File: config.mk
export PLATFORM = sky130hd
export DESIGN_NAME = conv_scan_ctrl
export DESIGN_NICKNAME = d
export VERILOG_FILES = /design/src/rtl/conv_pkg.sv /design/src/rtl/conv_lat_dly.sv /design/src/rtl/conv_scan_ctrl.sv
export SDC_FILE = /design/constraint.sdc
export NUM_CORES = 1
export LEC_CHECK = 0
export BUFFER_PORTS_ARGS = -buffer_cell sky130_fd_sc_hd__buf_2
export CORE_AREA = 4 4 59 74
export CTS_BUF_LIST = sky130_fd_sc_hd__clkbuf_8
export DETAILED_ROUTE_END_ITERATION = 10
export DIE_AREA = 0 0 63 78
export GPL_TIMING_DRIVEN = 0
export PLACE_DENSITY = 0.79
export SYNTH_ARGS = -nofsm -noshare
export SYNTH_HDL_FRONTEND = slang
export SYNTH_SLANG_ARGS = --single-unit
export TNS_END_PERCENT = 100
File: constraint.sdc
create_clock -name clk_en -period 3.95 [get_ports clk_en]
set_input_delay 0.79 -clock clk_en [delete_from_list [all_inputs] [get_ports clk_en]]
set_output_delay 0.79 -clock clk_en [all_outputs]
set_load 0.05 [all_outputs]
File: src/rtl/conv_pkg.sv
// Shared state encoding and elaboration-time helpers for the conv scan controller.
package conv_pkg;

    typedef enum logic [1:0] {
        ST_IDLE  = 2'd0,
        ST_RUN   = 2'd1,
        ST_DRAIN = 2'd2,
        ST_FIN   = 2'd3
    } scan_state_t;

    localparam int RLT_W = 4;

    // Counter width for a range of n values, never narrower than one bit.
    function automatic int clog2w(input int n);
        int w;
        w = 1;
        while ((1 << w) < n) w++;
        return w;
    endfunction

    function automatic int res_dim(input int img_dim, input int k_dim,
                                   input int pad, input int strd);
        return (img_dim - k_dim + 2 * pad) / strd + 1;
    endfunction

endpackage

File: src/rtl/conv_lat_dly.sv
// Shift register matching the MAC pipeline depth; carries the window-start flag
// and window index alongside the data so they leave the MAC together.
module conv_lat_dly #(
    parameter int depth = 1,
    parameter int width = 1
) (
    input  logic             clk_en,
    input  logic             rst_n,
    input  logic             i_clr,
    input  logic             i_en,
    input  logic [width-1:0] i_d,
    output logic [width-1:0] o_q
);

    logic [width-1:0] r_sr [depth];

    always_ff @(posedge clk_en) begin
        if (!rst_n || i_clr) begin
            for (int i = 0; i < depth; i++) r_sr[i] <= '0;
        end else if (i_en) begin
            r_sr[0] <= i_d;
            for (int i = 1; i < depth; i++) r_sr[i] <= r_sr[i-1];
        end
    end

    assign o_q = r_sr[depth-1];

endmodule

File: src/rtl/conv_scan_ctrl.sv
// Walks the conv window over a flattened image and streams one pixel/weight pair
// per cycle to the MAC, with reload, write-suppress and result-address strobes.
module conv_scan_ctrl
    import conv_pkg::*;
#(
    parameter int weight_width  = 2,
    parameter int weight_height = 2,
    parameter int img_width     = 4,
    parameter int img_height    = 4,
    parameter int padding       = 0,
    parameter int stride        = 1,
    parameter int bitwidth      = 3,
    parameter int mac_lat       = 1
) (
    input  logic                                       clk_en,
    input  logic                                       rst_n,
    input  logic                                       i_start,
    input  logic [img_width*img_height*bitwidth-1:0]   i_img,
    input  logic [weight_width*weight_height*bitwidth-1:0] i_wei,
    output logic                                       o_conv_on,
    output logic                                       o_chge_rlt,
    output logic                                       o_chge_rlt_q,
    output logic                                       o_srh_fin,
    output logic [3:0]                                 o_rlt_l,
    output logic [3:0]                                 o_rlt_c,
    output logic [bitwidth-1:0]                        o_img_cal,
    output logic [bitwidth-1:0]                        o_wei_cal,
    output logic                                       o_busy,
    output logic                                       o_done
);

    localparam int RES_W = res_dim(img_width, weight_width, padding, stride);
    localparam int RES_H = res_dim(img_height, weight_height, padding, stride);
    localparam int KCW   = clog2w(weight_width);
    localparam int KRW   = clog2w(weight_height);
    localparam int WCW   = clog2w(RES_W);
    localparam int WRW   = clog2w(RES_H);
    localparam int DRW   = clog2w(mac_lat);
    localparam int DLY_W = 1 + WRW + WCW;

    localparam logic [KCW-1:0] KC_LAST  = KCW'(weight_width - 1);
    localparam logic [KRW-1:0] KR_LAST  = KRW'(weight_height - 1);
    localparam logic [WCW-1:0] WC_LAST  = WCW'(RES_W - 1);
    localparam logic [WRW-1:0] WR_LAST  = WRW'(RES_H - 1);
    localparam logic [DRW-1:0] DRN_LAST = DRW'(mac_lat - 1);

    scan_state_t         r_state;
    logic [KCW-1:0]      r_kc;
    logic [KRW-1:0]      r_kr;
    logic [WCW-1:0]      r_wc;
    logic [WRW-1:0]      r_wr;
    logic [DRW-1:0]      r_drn;
    logic                r_conv_on;
    logic                r_chge_rlt;
    logic                r_srh_fin;
    logic                r_busy;
    logic                r_done;
    logic [bitwidth-1:0] r_img_cal;
    logic [bitwidth-1:0] r_wei_cal;

    logic [KCW-1:0]      w_kc_nxt;
    logic [KRW-1:0]      w_kr_nxt;
    logic [WCW-1:0]      w_wc_nxt;
    logic [WRW-1:0]      w_wr_nxt;
    logic                w_last_tap;
    logic                w_last_win;
    logic                w_start_acc;
    int                  w_tap_r;
    int                  w_tap_c;
    logic [bitwidth-1:0] w_pix;
    logic [bitwidth-1:0] w_wgt;
    logic [DLY_W-1:0]    w_dly_d;
    logic [DLY_W-1:0]    w_dly_q;

    // Counters always name the tap currently on the outputs; the next-tap values
    // feed the output registers so pixel, weight and strobes stay aligned.
    always_comb begin
        w_kc_nxt   = r_kc;
        w_kr_nxt   = r_kr;
        w_wc_nxt   = r_wc;
        w_wr_nxt   = r_wr;
        w_last_tap = (r_kc == KC_LAST) && (r_kr == KR_LAST);
        w_last_win = (r_wc == WC_LAST) && (r_wr == WR_LAST);
        case (r_state)
            ST_RUN: begin
                if (!(w_last_tap && w_last_win)) begin
                    if (r_kc != KC_LAST) begin
                        w_kc_nxt = r_kc + KCW'(1);
                    end else begin
                        w_kc_nxt = '0;
                        if (r_kr != KR_LAST) begin
                            w_kr_nxt = r_kr + KRW'(1);
                        end else begin
                            w_kr_nxt = '0;
                            if (r_wc != WC_LAST) begin
                                w_wc_nxt = r_wc + WCW'(1);
                            end else begin
                                w_wc_nxt = '0;
                                w_wr_nxt = r_wr + WRW'(1);
                            end
                        end
                    end
                end
            end
            ST_DRAIN: begin
            end
            default: begin
                w_kc_nxt = '0;
                w_kr_nxt = '0;
                w_wc_nxt = '0;
                w_wr_nxt = '0;
            end
        endcase
    end

    // Padded taps land outside the image and read as zero.
    always_comb begin
        w_tap_r = int'(w_wr_nxt) * stride + int'(w_kr_nxt) - padding;
        w_tap_c = int'(w_wc_nxt) * stride + int'(w_kc_nxt) - padding;
        w_pix   = '0;
        if (w_tap_r >= 0 && w_tap_r < img_height && w_tap_c >= 0 && w_tap_c < img_width)
            w_pix = bitwidth'(i_img >> ((w_tap_r * img_width + w_tap_c) * bitwidth));
        w_wgt = bitwidth'(i_wei >> ((int'(w_kr_nxt) * weight_width + int'(w_kc_nxt)) * bitwidth));
    end

    assign w_start_acc = (r_state == ST_IDLE) && i_start;

    always_ff @(posedge clk_en) begin
        if (!rst_n) begin
            r_state    <= ST_IDLE;
            r_kc       <= '0;
            r_kr       <= '0;
            r_wc       <= '0;
            r_wr       <= '0;
            r_drn      <= '0;
            r_conv_on  <= 1'b0;
            r_chge_rlt <= 1'b0;
            r_srh_fin  <= 1'b0;
            r_busy     <= 1'b0;
            r_done     <= 1'b0;
            r_img_cal  <= '0;
            r_wei_cal  <= '0;
        end else begin
            r_kc <= w_kc_nxt;
            r_kr <= w_kr_nxt;
            r_wc <= w_wc_nxt;
            r_wr <= w_wr_nxt;
            case (r_state)
                ST_IDLE: begin
                    if (i_start) begin
                        r_state    <= ST_RUN;
                        r_conv_on  <= 1'b1;
                        r_chge_rlt <= 1'b1;
                        r_busy     <= 1'b1;
                        r_img_cal  <= w_pix;
                        r_wei_cal  <= w_wgt;
                    end
                end
                ST_RUN: begin
                    if (w_last_tap && w_last_win) begin
                        r_state    <= ST_DRAIN;
                        r_drn      <= '0;
                        r_chge_rlt <= 1'b0;
                        r_img_cal  <= '0;
                        r_wei_cal  <= '0;
                    end else begin
                        r_chge_rlt <= (w_kr_nxt == '0) && (w_kc_nxt == '0);
                        r_img_cal  <= w_pix;
                        r_wei_cal  <= w_wgt;
                    end
                end
                ST_DRAIN: begin
                    if (r_drn == DRN_LAST) begin
                        r_state   <= ST_FIN;
                        r_conv_on <= 1'b0;
                        r_busy    <= 1'b0;
                        r_srh_fin <= 1'b1;
                        r_done    <= 1'b1;
                    end else begin
                        r_drn <= r_drn + DRW'(1);
                    end
                end
                ST_FIN: begin
                    r_state   <= ST_IDLE;
                    r_srh_fin <= 1'b0;
                    r_done    <= 1'b0;
                end
                default: r_state <= ST_IDLE;
            endcase
        end
    end

    // Shifting only while the MAC is enabled leaves the last result address parked after the scan.
    assign w_dly_d = {r_chge_rlt, r_wr, r_wc};

    conv_lat_dly #(
        .depth (mac_lat),
        .width (DLY_W)
    ) u_lat_dly (
        .clk_en (clk_en),
        .rst_n  (rst_n),
        .i_clr  (w_start_acc),
        .i_en   (r_conv_on),
        .i_d    (w_dly_d),
        .o_q    (w_dly_q)
    );

    assign o_conv_on    = r_conv_on;
    assign o_chge_rlt   = r_chge_rlt;
    assign o_chge_rlt_q = w_dly_q[DLY_W-1];
    assign o_srh_fin    = r_srh_fin;
    assign o_rlt_l      = RLT_W'(w_dly_q[WCW +: WRW]);
    assign o_rlt_c      = RLT_W'(w_dly_q[0 +: WCW]);
    assign o_img_cal    = r_img_cal;
    assign o_wei_cal    = r_wei_cal;
    assign o_busy       = r_busy;
    assign o_done       = r_done;

endmodule

==> results.md, run 1 <==
- Status: finished clean
- Largest net degree at the start of global routing: 13
- R2R depth: 17
- Initial Util: between 40 and 50%
- Area of the multi-input gates: around 1100 um^2
- Crit path required time: 4110 ps
- Hold Path Origin: o_img_cal[2]$_SDFFE_PN0P_
- RSZ-0062 raised after global routing: false
- Worst setup path startpoint: r_state[0]$_SDFFE_PN0P_
- # diodes: 0
- Crit path to: o_img_cal[2]$_SDFFE_PN0P_
- Cell Int Power: ~0.63 mW
- Final Power: 1.18 mW
- GPL Wtd Cong: approximately 0.75
- H-Tree Depth: 1
- Yosys top cell by area: dfxtp_1
- Endpoints failing hold: 0
- Clock sinks: 22
- Hold-fix buffers at CTS: 0
- Post-Synth XOR/XNOR Area: 0%
- Worst hold path type: reg2reg
- Hpwl dp: 3.30 mm
- All-Layer GR Usage: 17.0%
- Synth Area in Compound Gates: 12.3%
- Longest Clk Path Bufs: 2
- Worst-path clk slew: 80 ps
- Post-synth top area share: 20.0%
- Die area: approximately 4900 um^2
- Flip-flop and latch area: roughly 500 um^2
- Number of fill cells: 325
- CTS root buffer: clkbuf_8
- Logic pwr share: about three fifths
- Synth Register Bits: 22
- Core area: between 3000 and 4000 um^2
- Sw frac: a little under half
- Share of cells above drive strength 1: between 40 and 50%
- DRT Wirelength: between 3 and 4 mm
- DIE HEIGHT: approximately 80 um
- WS Path Type: reg2reg
- WL per Instance: about 13 um
- Most common cell in the netlist: dfxtp_1
- Top post-synthesis cells by count: dfxtp_1 (17), nor2_1 (14), ha_1 (12), mux4_2 (12)
- Critical Path AT: around 3800 ps
- Mux share of post-synthesis cell area: about a quarter
- Post-Synth Simple-Gate Area: between 10% and 20%
- Reg2reg end: o_img_cal[2]$_SDFFE_PN0P_
- Die Span X: between 60 and 70 um
- Initial antenna violation count: 0
- Setup Skew: roughly 6.5 ps
- FP Rows: 25
- Fin Setup TNS: 0 ps
- R2R setup slack: between 300 and 400 ps
- Initial drt markers: 42
- Antenna Violating Nets Remaining: 0
- Adder-Cell Fraction of Synth Area: roughly 10%
- Sequential cell area fraction in the yosys report: 28.8%
- Final min period: approximately 3600 ps
- First-pass GRT wire length: around 6.8 mm
- Clk_lat worst skew: 260 ps
- Ranking of synthesized cells by area: dfxtp_1 (20%), mux4_2 (16%), edfxtp_1 (8.8%)
- Slew Limit Headroom: 60.0%
- Port Buf Inserts: 78
- DRC Markers: 0
- CTS Buf Count: 3
- Max stage delay on crit path: about 700 ps
- Vias per cell: about 5.2
- Post-Syn Instances: between 150 and 200
- Max VDD drop: 0.191 mV
- Crit path cell chain: inv_1 -> ha_1 -> clkbuf_1 -> nand3_1 -> mux2_4 -> and2_4 -> buf_6 -> inv_1 -> ha_1 -> ha_1 -> ha_1 -> inv_1 -> fa_1 -> nor2b_1 -> a211oi_1 -> a21oi_1 -> a22o_1
- Via count: about 1500
- Main synth FF type: dfxtp_1
- Yosys warnings: 0
- Post-CTS Setup Repair Bufs: 0
- Number of synthesized flops with an enable pin: 5
- Vias in the first global route: approximately 1700
- Max-cap viol count: 0
- Post-CTS resize count: 0
- Overflow after GRT: 0
- Sw Pwr: approximately 0.55 mW
- Syn-to-layout area delta: 28.9%
- Netlist cell types: 42
- Mapped cell area: 1700 um^2
- Slowest stage cell on the critical path: fa_1
- Launching point of the worst reg2reg path: r_state[0]$_SDFFE_PN0P_
- Crit Path Max Fanout: 9
- Setup crit start kind: register
- # IOs: 83
- PD cells: about 540 nW/um^2
- Flop pwr share: a little over a quarter
- Most used cell, CP: ha_1
- F_max: about 0.28 GHz
- Largest family of logic cells by synthesized area: multiplexers
- DRT Pass-1 Iters: 4
- Max-slew violation count: 0
- CTS tree: yes
- Leakage: ~1.1 nW
- Period utilization: 91.3%
- # setup viols final: 0
- Post-synthesis async set-or-reset flop share: 0%
- Post-layout nets: about 330
- Clk pwr share: between 10% and 20%
- Avg Inst Size Synth: 10.2 um^2
- Crit. End Element: register
- Worst slew pin tran: between 500 and 600 ps
## sequential cells by signal, indices dropped and copies added, names as in the netlist
register,flops
u_lat_dly.r_sr,5
r_wr,2
o_wei_cal,3
o_done,1
r_kc,1
o_chge_rlt,1
r_kr,1
o_busy,1
o_img_cal,3
r_wc,2
r_state,2
## worst min-delay path by stage
stage	cells after the start	slack [ps]	to
floorplan	2	510	r_state[0]$_SDFFE_PN0P_
global placement	1	460	o_img_cal[0]$_SDFFE_PN0P_
detailed placement	1	460	o_img_cal[1]$_SDFFE_PN0P_
CTS	1	490	o_img_cal[1]$_SDFFE_PN0P_
global route	1	510	o_img_cal[1]$_SDFFE_PN0P_
finish	1	490	o_img_cal[2]$_SDFFE_PN0P_
## worst max-delay path, delay by kind of cell, from the launching register on
| family | cells | cell delay (ps) |
|---|---|---|
| AO/OA/AOI/OAI | 3 | 480 |
| adder cells (fa/ha/maj) | 5 | 1440 |
| buffers and inverters | 5 | 600 |
| flip-flops | 1 | 380 |
| multiplexers | 1 | 280 |
| AND/OR/NAND/NOR | 3 | 340 |
## placed cells by master, fill, tap and decap left out, drive strengths merged, types with 5 or more instances in the layout
master	n
mux2	7
edfxtp	5
inv	11
nand3	5
and2	12
mux4	12
ha	12
a21oi	10
clkbuf	6
nor2	14
dfxtp	17
buf	87
## final cells by class
class | count | area share [%]
clock buffers | 3 | 1.88
well taps | 40 | 2.28
multi-input cells | 124 | 50.1
inverters | 11 | 1.88
repair buffers | 78 | 17.8
flip-flops and latches | 22 | 22.3
clock inverters | 1 | 0.171
plain buffers | 12 | 3.53
## power by group through the flow
stage	Clock, mW	Combinational, mW	Sequential [mW]
after CTS	0.145	0.727	0.326
after floorplan	0	0.413	0.485
after global placement	0	0.712	0.328
after global routing	0.153	0.785	0.333
after detailed placement	0	0.724	0.330
final	0.141	0.716	0.324
## stage by stage
stage          setup slack, ps  cell area, um^2  utilization, %  hold slack (ps)  instances
2_1_floorplan              522             1710               -              511        170
3_5_place_dp               181             2150            57.9              465        288
6_report                   342             2200            59.0              488        291
4_1_cts                    151             2200            59.1              488        292
3_3_place_gp               230             2150            57.9              457        288
5_1_grt                   31.5             2200            59.0              509        291
## cell families after synthesis
logic type,Yosys count
fa+ha+maj,13
mux,23
buf+inv,24
compound gates,31
other cells,1
simple gates,53
flops,22
## routing by layer
metal,track usage [%],wire (um),part of all wire (%),up-vias
met4,8.39,87,2.3,0
met1,18.3,1420,37,686
li1,-,-,-,775
met2,31.3,2070,54,56
met3,3.33,262,6.8,7
met5,0,0,0,-
Note: power is estimated with default switching activity, not from simulation.
==> inputs of run 2 (changes only) <==
==> constraint.sdc (replaced) <==
create_clock -name clk_en -period 3.4 [get_ports clk_en]
set_input_delay 0.68 -clock clk_en [delete_from_list [all_inputs] [get_ports clk_en]]
set_output_delay 0.68 -clock clk_en [all_outputs]
set_load 0.05 [all_outputs]
==> run 2 against run 1 <==
First-iteration DRC count is 12% lower. Die area stayed put. Sequential power is 17% higher. Clock power is 35% higher. Non-clock buffer count is 1 lower. Design area is 3.0% higher. Fmax is 11% higher. Wire length is 3.5% higher.
==> results.md, run 2 (same netlist as run 1, synthesis figures left out) <==
- Status: finished clean
- Period utilization: approximately 95%
- DIE HEIGHT: ~78 um
- Endpoints failing hold: 0
- Initial drt markers: 37
- PD cells: ~650 nW/um^2
- Max-cap viol count: 0
- FP Rows: 25
- Max VDD drop: ~0.28 mV
- Vias in the first global route: 1600
- DRC Markers: 0
- Max-slew violation count: 0
- Share of cells above drive strength 1: 50.0%
- Initial antenna violation count: 0
- Clk_lat worst skew: around 260 ps
- RSZ-0062 raised after global routing: false
- Initial Util: between 40% and 50%
- Hold Path Origin: o_img_cal[2]$_SDFFE_PN0P_
- Worst-path clk slew: ~80 ps
- GPL Wtd Cong: around 0.76
- DRT Wirelength: a little under 4 mm
- Launching point of the worst reg2reg path: r_state[1]$_SDFFE_PN0P_
- F_max: between 0.3 and 0.4 GHz
- Overflow after GRT: 0
- First-pass GRT wire length: 6.37 mm
- Via count: 1565
- Hpwl dp: around 3.2 mm
- Worst slew pin tran: 523 ps
- Final min period: approximately 3200 ps
- Most common cell after layout, fill and taps aside: buf_2
- Longest Clk Path Bufs: 2
- Most frequent cells in the layout: buf_2 (78), nor2_1 (14), dfxtp_1 (13), mux4_2 (12)
- Antenna Violating Nets Remaining: 0
- # IOs: between 80 and 90
- Crit Path Max Fanout: 10
- All-Layer GR Usage: 15.9%
- # diodes: 0
- CTS tree: yes
- Setup crit start kind: register
- Leakage: approximately 1.1 nW
- Clock sinks: 22
- Crit. End Element: register
- Max reg flops: 5
- Largest net degree at the start of global routing: 13
- Core area: ~3700 um^2
- R2R setup slack: about 150 ps
- Crit path required time: 3560 ps
- Hold path endpoint: o_img_cal[2]$_SDFFE_PN0P_
- CTS root buffer: clkbuf_8
- Hold WS: roughly 480 ps
- R2R depth: 18
- Setup Skew: 1.81 ps
- Syn-to-layout area delta: 32.8%
- WL per Instance: ~14 um
- H-Tree Depth: 1
- Final core utilization: 60.7%
- Worst hold path type: reg2reg
- Port Buf Inserts: just under 80
- Slew Limit Headroom: 64.6%
- CTS Buf Count: 3
- Hold-fix buffers at CTS: 0
- Vias per cell: approximately 5.4
- Post-layout nets: between 300 and 400
- Die Span X: between 60 and 70 um
- Critical Path AT: approximately 3400 ps
- Die area: approximately 5000 um^2
- DRT Pass-1 Iters: 4
- Largest Register: u_lat_dly.r_sr
- # setup viols final: 0
- Hold depth: 1
- Reg2reg end: o_img_cal[0]$_SDFFE_PN0P_
- WS Path Type: reg2reg
[run 2: cell types whose count changed in the layout (fill, tap and decap cells not counted), sizes merged]
| cell | delta |
|---|---|
| inv | -1 |
| buf | +1 |
| clkbuf | -1 |
[run 2: where the power goes]
group	switching, mW	internal [mW]
clock network	0.0865	0.103
logic	0.537	0.358
registers	0.0386	0.340
total	0.662	0.801
[run 2: critical path: stages (launching register included)]
cell and delay, ps:
dfxtp_1 340, inv_2 110, ha_2 200, buf_6 130, nand3b_1 90, mux2_4 260, and2_4 130, buf_6 140
inv_1 60, ha_1 140, ha_1 170, ha_1 150, inv_1 50, fa_1 490, buf_6 150, nor2b_1 80
a211oi_2 210, a21oi_1 60, a22o_1 200
[run 2: stage by stage]
step	setup slack (ps)	setup TNS (ps)	cell area, um^2	power [mW]	instances
floorplan	99.4	0	1720	1.04	170
global placement	-138	-391	2160	1.21	288
detailed placement	-206	-590	2160	1.22	288
CTS	3.38	0	2210	1.41	290
global route	1.50	0	2260	1.56	290
finish	154	0	2260	1.46	290
[run 2: final cells by class]
cell class / count / area (um^2)
sequential: 22 / 495
timing repair buffer: 79 / 398
fill: 306 / 1460
multi-input combinational: 124 / 1130
tap: 40 / 50.0
inverter: 11 / 41.3
buffer: 10 / 86.3
clock buffer: 4 / 55.1
[run 2: layer usage]
metal	vias to the layer above	part of all wire [%]	track usage (%)	wire, um
met4	0	2.1	8.17	85
met1	723	38	15.8	1510
li1	773	-	-	-
met2	60	54	31.8	2140
met3	9	6.1	1.59	243
met5	-	0	0	0
[run 2: what timing repair did]
action | 4_1_cts | 5_1_grt
setup buffers | 0 | 1
setup endpoints to repair | 3 | 3
gates resized for setup | 2 | 17
pin swaps | 0 | 1
[run 2: how the worst max path moves through the flow]
stage                                 start                        end  slack, ps  depth (start not counted)
floorplan           r_state[0]$_SDFFE_PN0P_  o_img_cal[0]$_SDFFE_PN0P_        100                         18
detailed placement  r_state[0]$_SDFFE_PN0P_  o_img_cal[0]$_SDFFE_PN0P_       -210                         18
global route        r_state[1]$_SDFFE_PN0P_  o_img_cal[0]$_SDFFE_PN0P_          1                         18
finish              r_state[1]$_SDFFE_PN0P_  o_img_cal[0]$_SDFFE_PN0P_        150                         18
global placement    r_state[0]$_SDFFE_PN0P_  o_img_cal[0]$_SDFFE_PN0P_       -140                         18
CTS                 r_state[0]$_SDFFE_PN0P_  o_img_cal[0]$_SDFFE_PN0P_          3                         17
==> inputs of run 3 (changes only) <==
==> constraint.sdc (replaced) <==
create_clock -name clk_en -period 3.3 [get_ports clk_en]
set_input_delay 0.66 -clock clk_en [delete_from_list [all_inputs] [get_ports clk_en]]
set_output_delay 0.66 -clock clk_en [all_outputs]
set_load 0.05 [all_outputs]
==> run 3 against run 2 <==
Sequential power up 5.3%. Core utilization grew 2.8 points. Wire length rose by 12%. Worst setup slack got worse by 150 ps. Non-clock buffer count is 10 higher. Via count increased by 6.7%. Critical path depth down 1. First-iteration DRC count is 100% higher. Combinational power is 8.8% higher.
==> results.md, run 3 (same netlist as run 1, synthesis figures left out) <==
- Status: finished clean
- Worst slew pin tran: approximately 560 ps
- Most frequent cells in the layout: buf_2 (78), buf_4 (15), nor2_1 (14), mux4_2 (12), dfxtp_1 (12)
- Gr busiest metal: met2
- CTS root buffer: clkbuf_8
- Crit path required time: about 3500 ps
- CTS tree: yes
- Top cell family by delay on the critical path: adder cells
- Final min period: roughly 3300 ps
- Max stage delay on crit path: about 530 ps
- Hold-fix buffers at CTS: 0
- CTS Buf Count: 3
- Fin area: approximately 2400 um^2
- Final Power: around 1.5 mW
- DP Worst Slack: -227 ps
- Sw frac: around 46%
- Largest Register: u_lat_dly.r_sr
- Slowest stage cell on the critical path: fa_1
- Initial antenna violation count: 0
- Die Span X: around 63 um
- Clk_lat worst skew: between 200 and 300 ps
- Clock sinks: 22
- Vias in the first global route: around 1600
- Critical Path AT: around 3500 ps
- Overflow after GRT: 0
- DRC Markers: 0
- Setup Skew: 7.06 ps
- Leakage: 1.15 nW
- Crit Path Max Fanout: 10
- Sw Pwr: 0.703 mW
- GR Util met3: 1.88%
- Fin worst setup slack: 7.86 ps
- Vias per cell: roughly 5.6
- GPL Wtd Cong: between 0.7 and 0.8
- Final core utilization: about 63%
- Endpoints failing hold: 0
- Buf/Inv on CP: 5
- # setup viols final: 0
- # IOs: 83
- Crit path cell chain: buf_4 -> ha_2 -> buf_6 -> inv_1 -> nor4_1 -> a21oi_1 -> nor2_1 -> ha_2 -> ha_4 -> ha_4 -> inv_1 -> fa_1 -> clkbuf_8 -> nor2b_1 -> a211oi_1 -> a21oi_1 -> a22o_1
- Max-cap viol count: 0
- Worst-path clk slew: approximately 70 ps
- # diodes: 0
- Via count: ~1700
- Slew Limit Headroom: between 60 and 70%
- H-Tree Depth: 1
- FP Rows: 25
- WS Path Type: reg2reg
- DIE HEIGHT: between 70 and 80 um
- Syn-to-layout area delta: 38.8%
- DRT Pass-1 Iters: 4
- Cell Int Power: between 0.8 and 0.9 mW
- Share of cells above drive strength 1: 52.7%
- Initial drt markers: between 70 and 80
- Setup crit start kind: register
- Placed inst area: roughly 2200 um^2
- Port Buf Inserts: between 70 and 80
- GR Util met1: 17.8%
- Post-layout nets: ~340
- Period utilization: 99.8%
- Logic pwr share: 63.2%
- Crit. End Element: register
- Flop pwr share: about a quarter
- Max-slew violation count: 0
- Hpwl dp: approximately 3.4 mm
- All-Layer GR Usage: around 18%
- WL per Instance: around 15 um
- Clk pwr share: around 11%
- PD cells: around 650 nW/um^2
- Largest net degree at the start of global routing: 13
- Initial Util: between 40% and 50%
- Antenna Violating Nets Remaining: 0
- F_max: a little over 0.3 GHz
- Worst hold path type: reg2reg
- First-pass GRT wire length: between 6 and 7 mm
- Longest Clk Path Bufs: 2
- Core area: 3720 um^2
- M2 GR Usage: about a third
- Most common cell after layout, fill and taps aside: buf_2
- DRT Wirelength: between 4 and 5 mm
- Max VDD drop: 0.245 mV
- Max reg flops: 5
- Die area: roughly 5000 um^2
- Fin Setup TNS: 0 ps
[run 3: changes by cell type in the layout (fill, tap and decap cells not counted), moves of 2 or more]
cell / before / now
ha_1: 9 / 6
a211oi_2: 2 / 0
a211oi_1: 2 / 4
inv_4: 0 / 2
buf_4: 7 / 15
ha_4: 1 / 4
buf_6: 3 / 1
[run 3: final cells by class]
cell class | count | area (um^2)
plain buffers | 12 | 100
clock buffers | 3 | 41.3
clock inverters | 1 | 3.75
fillers | 302 | 1360
inverters | 11 | 46.3
multi-input cells | 124 | 1160
flip-flops and latches | 22 | 499
well taps | 40 | 50.0
repair buffers | 87 | 458
[run 3: path summary, 6_finish.rpt]
path / end / start / slack (ps) / cells after the start
hold / removal: o_img_cal[2]$_SDFFE_PN0P_ / o_img_cal[2]$_SDFFE_PN0P_ / 500 / 1
setup reg to reg: o_img_cal[2]$_SDFFE_PN0P_ / r_state[0]$_SDFFE_PN0P_ / 8 / 17
setup / recovery: o_img_cal[2]$_SDFFE_PN0P_ / r_state[0]$_SDFFE_PN0P_ / 8 / 17
hold reg to reg: o_img_cal[2]$_SDFFE_PN0P_ / o_img_cal[2]$_SDFFE_PN0P_ / 500 / 1
[run 3: worst reg2reg max path: cells and delay by family (launching register included)]
kind	cells	cell delay, ps
buffers and inverters	5	540
DFF	1	370
and+or+nand+nor	3	500
AOI/OAI and AO/OA	4	620
adders and majority gates	5	1160
[run 3: per-layer routing]
metal  vias to the layer above  part of all wire, %
met1                       764                   35
met3                        17                  6.4
li1                        795                    -
met2                        94                   55
met4                         0                  3.4
met5                         -                    0
[run 3: through the flow]
stage / hold slack, ps / cells
finish: 503 / 300
global route: 507 / 300
CTS: 482 / 296
detailed placement: 463 / 288
global placement: 457 / 288
floorplan: 511 / 170
[run 3: power by group through the flow]
stage	clock (mW)	sequential, mW	combinational, mW
6_report	0.169	0.398	0.974
2_1_floorplan	0	0.580	0.498
5_1_grt	0.184	0.406	1.05
3_5_place_dp	0	0.394	0.869
3_3_place_gp	0	0.392	0.855
4_1_cts	0.171	0.390	0.933
[run 3: timing repair]
| item | 4_1_cts | 5_1_grt |
|---|---|---|
| resized for setup | 13 | 15 |
| pin swaps | 5 | 4 |
| cloned | 1 | 0 |
| setup buffers | 4 | 4 |
| setup endpoints to repair | 3 | 3 |
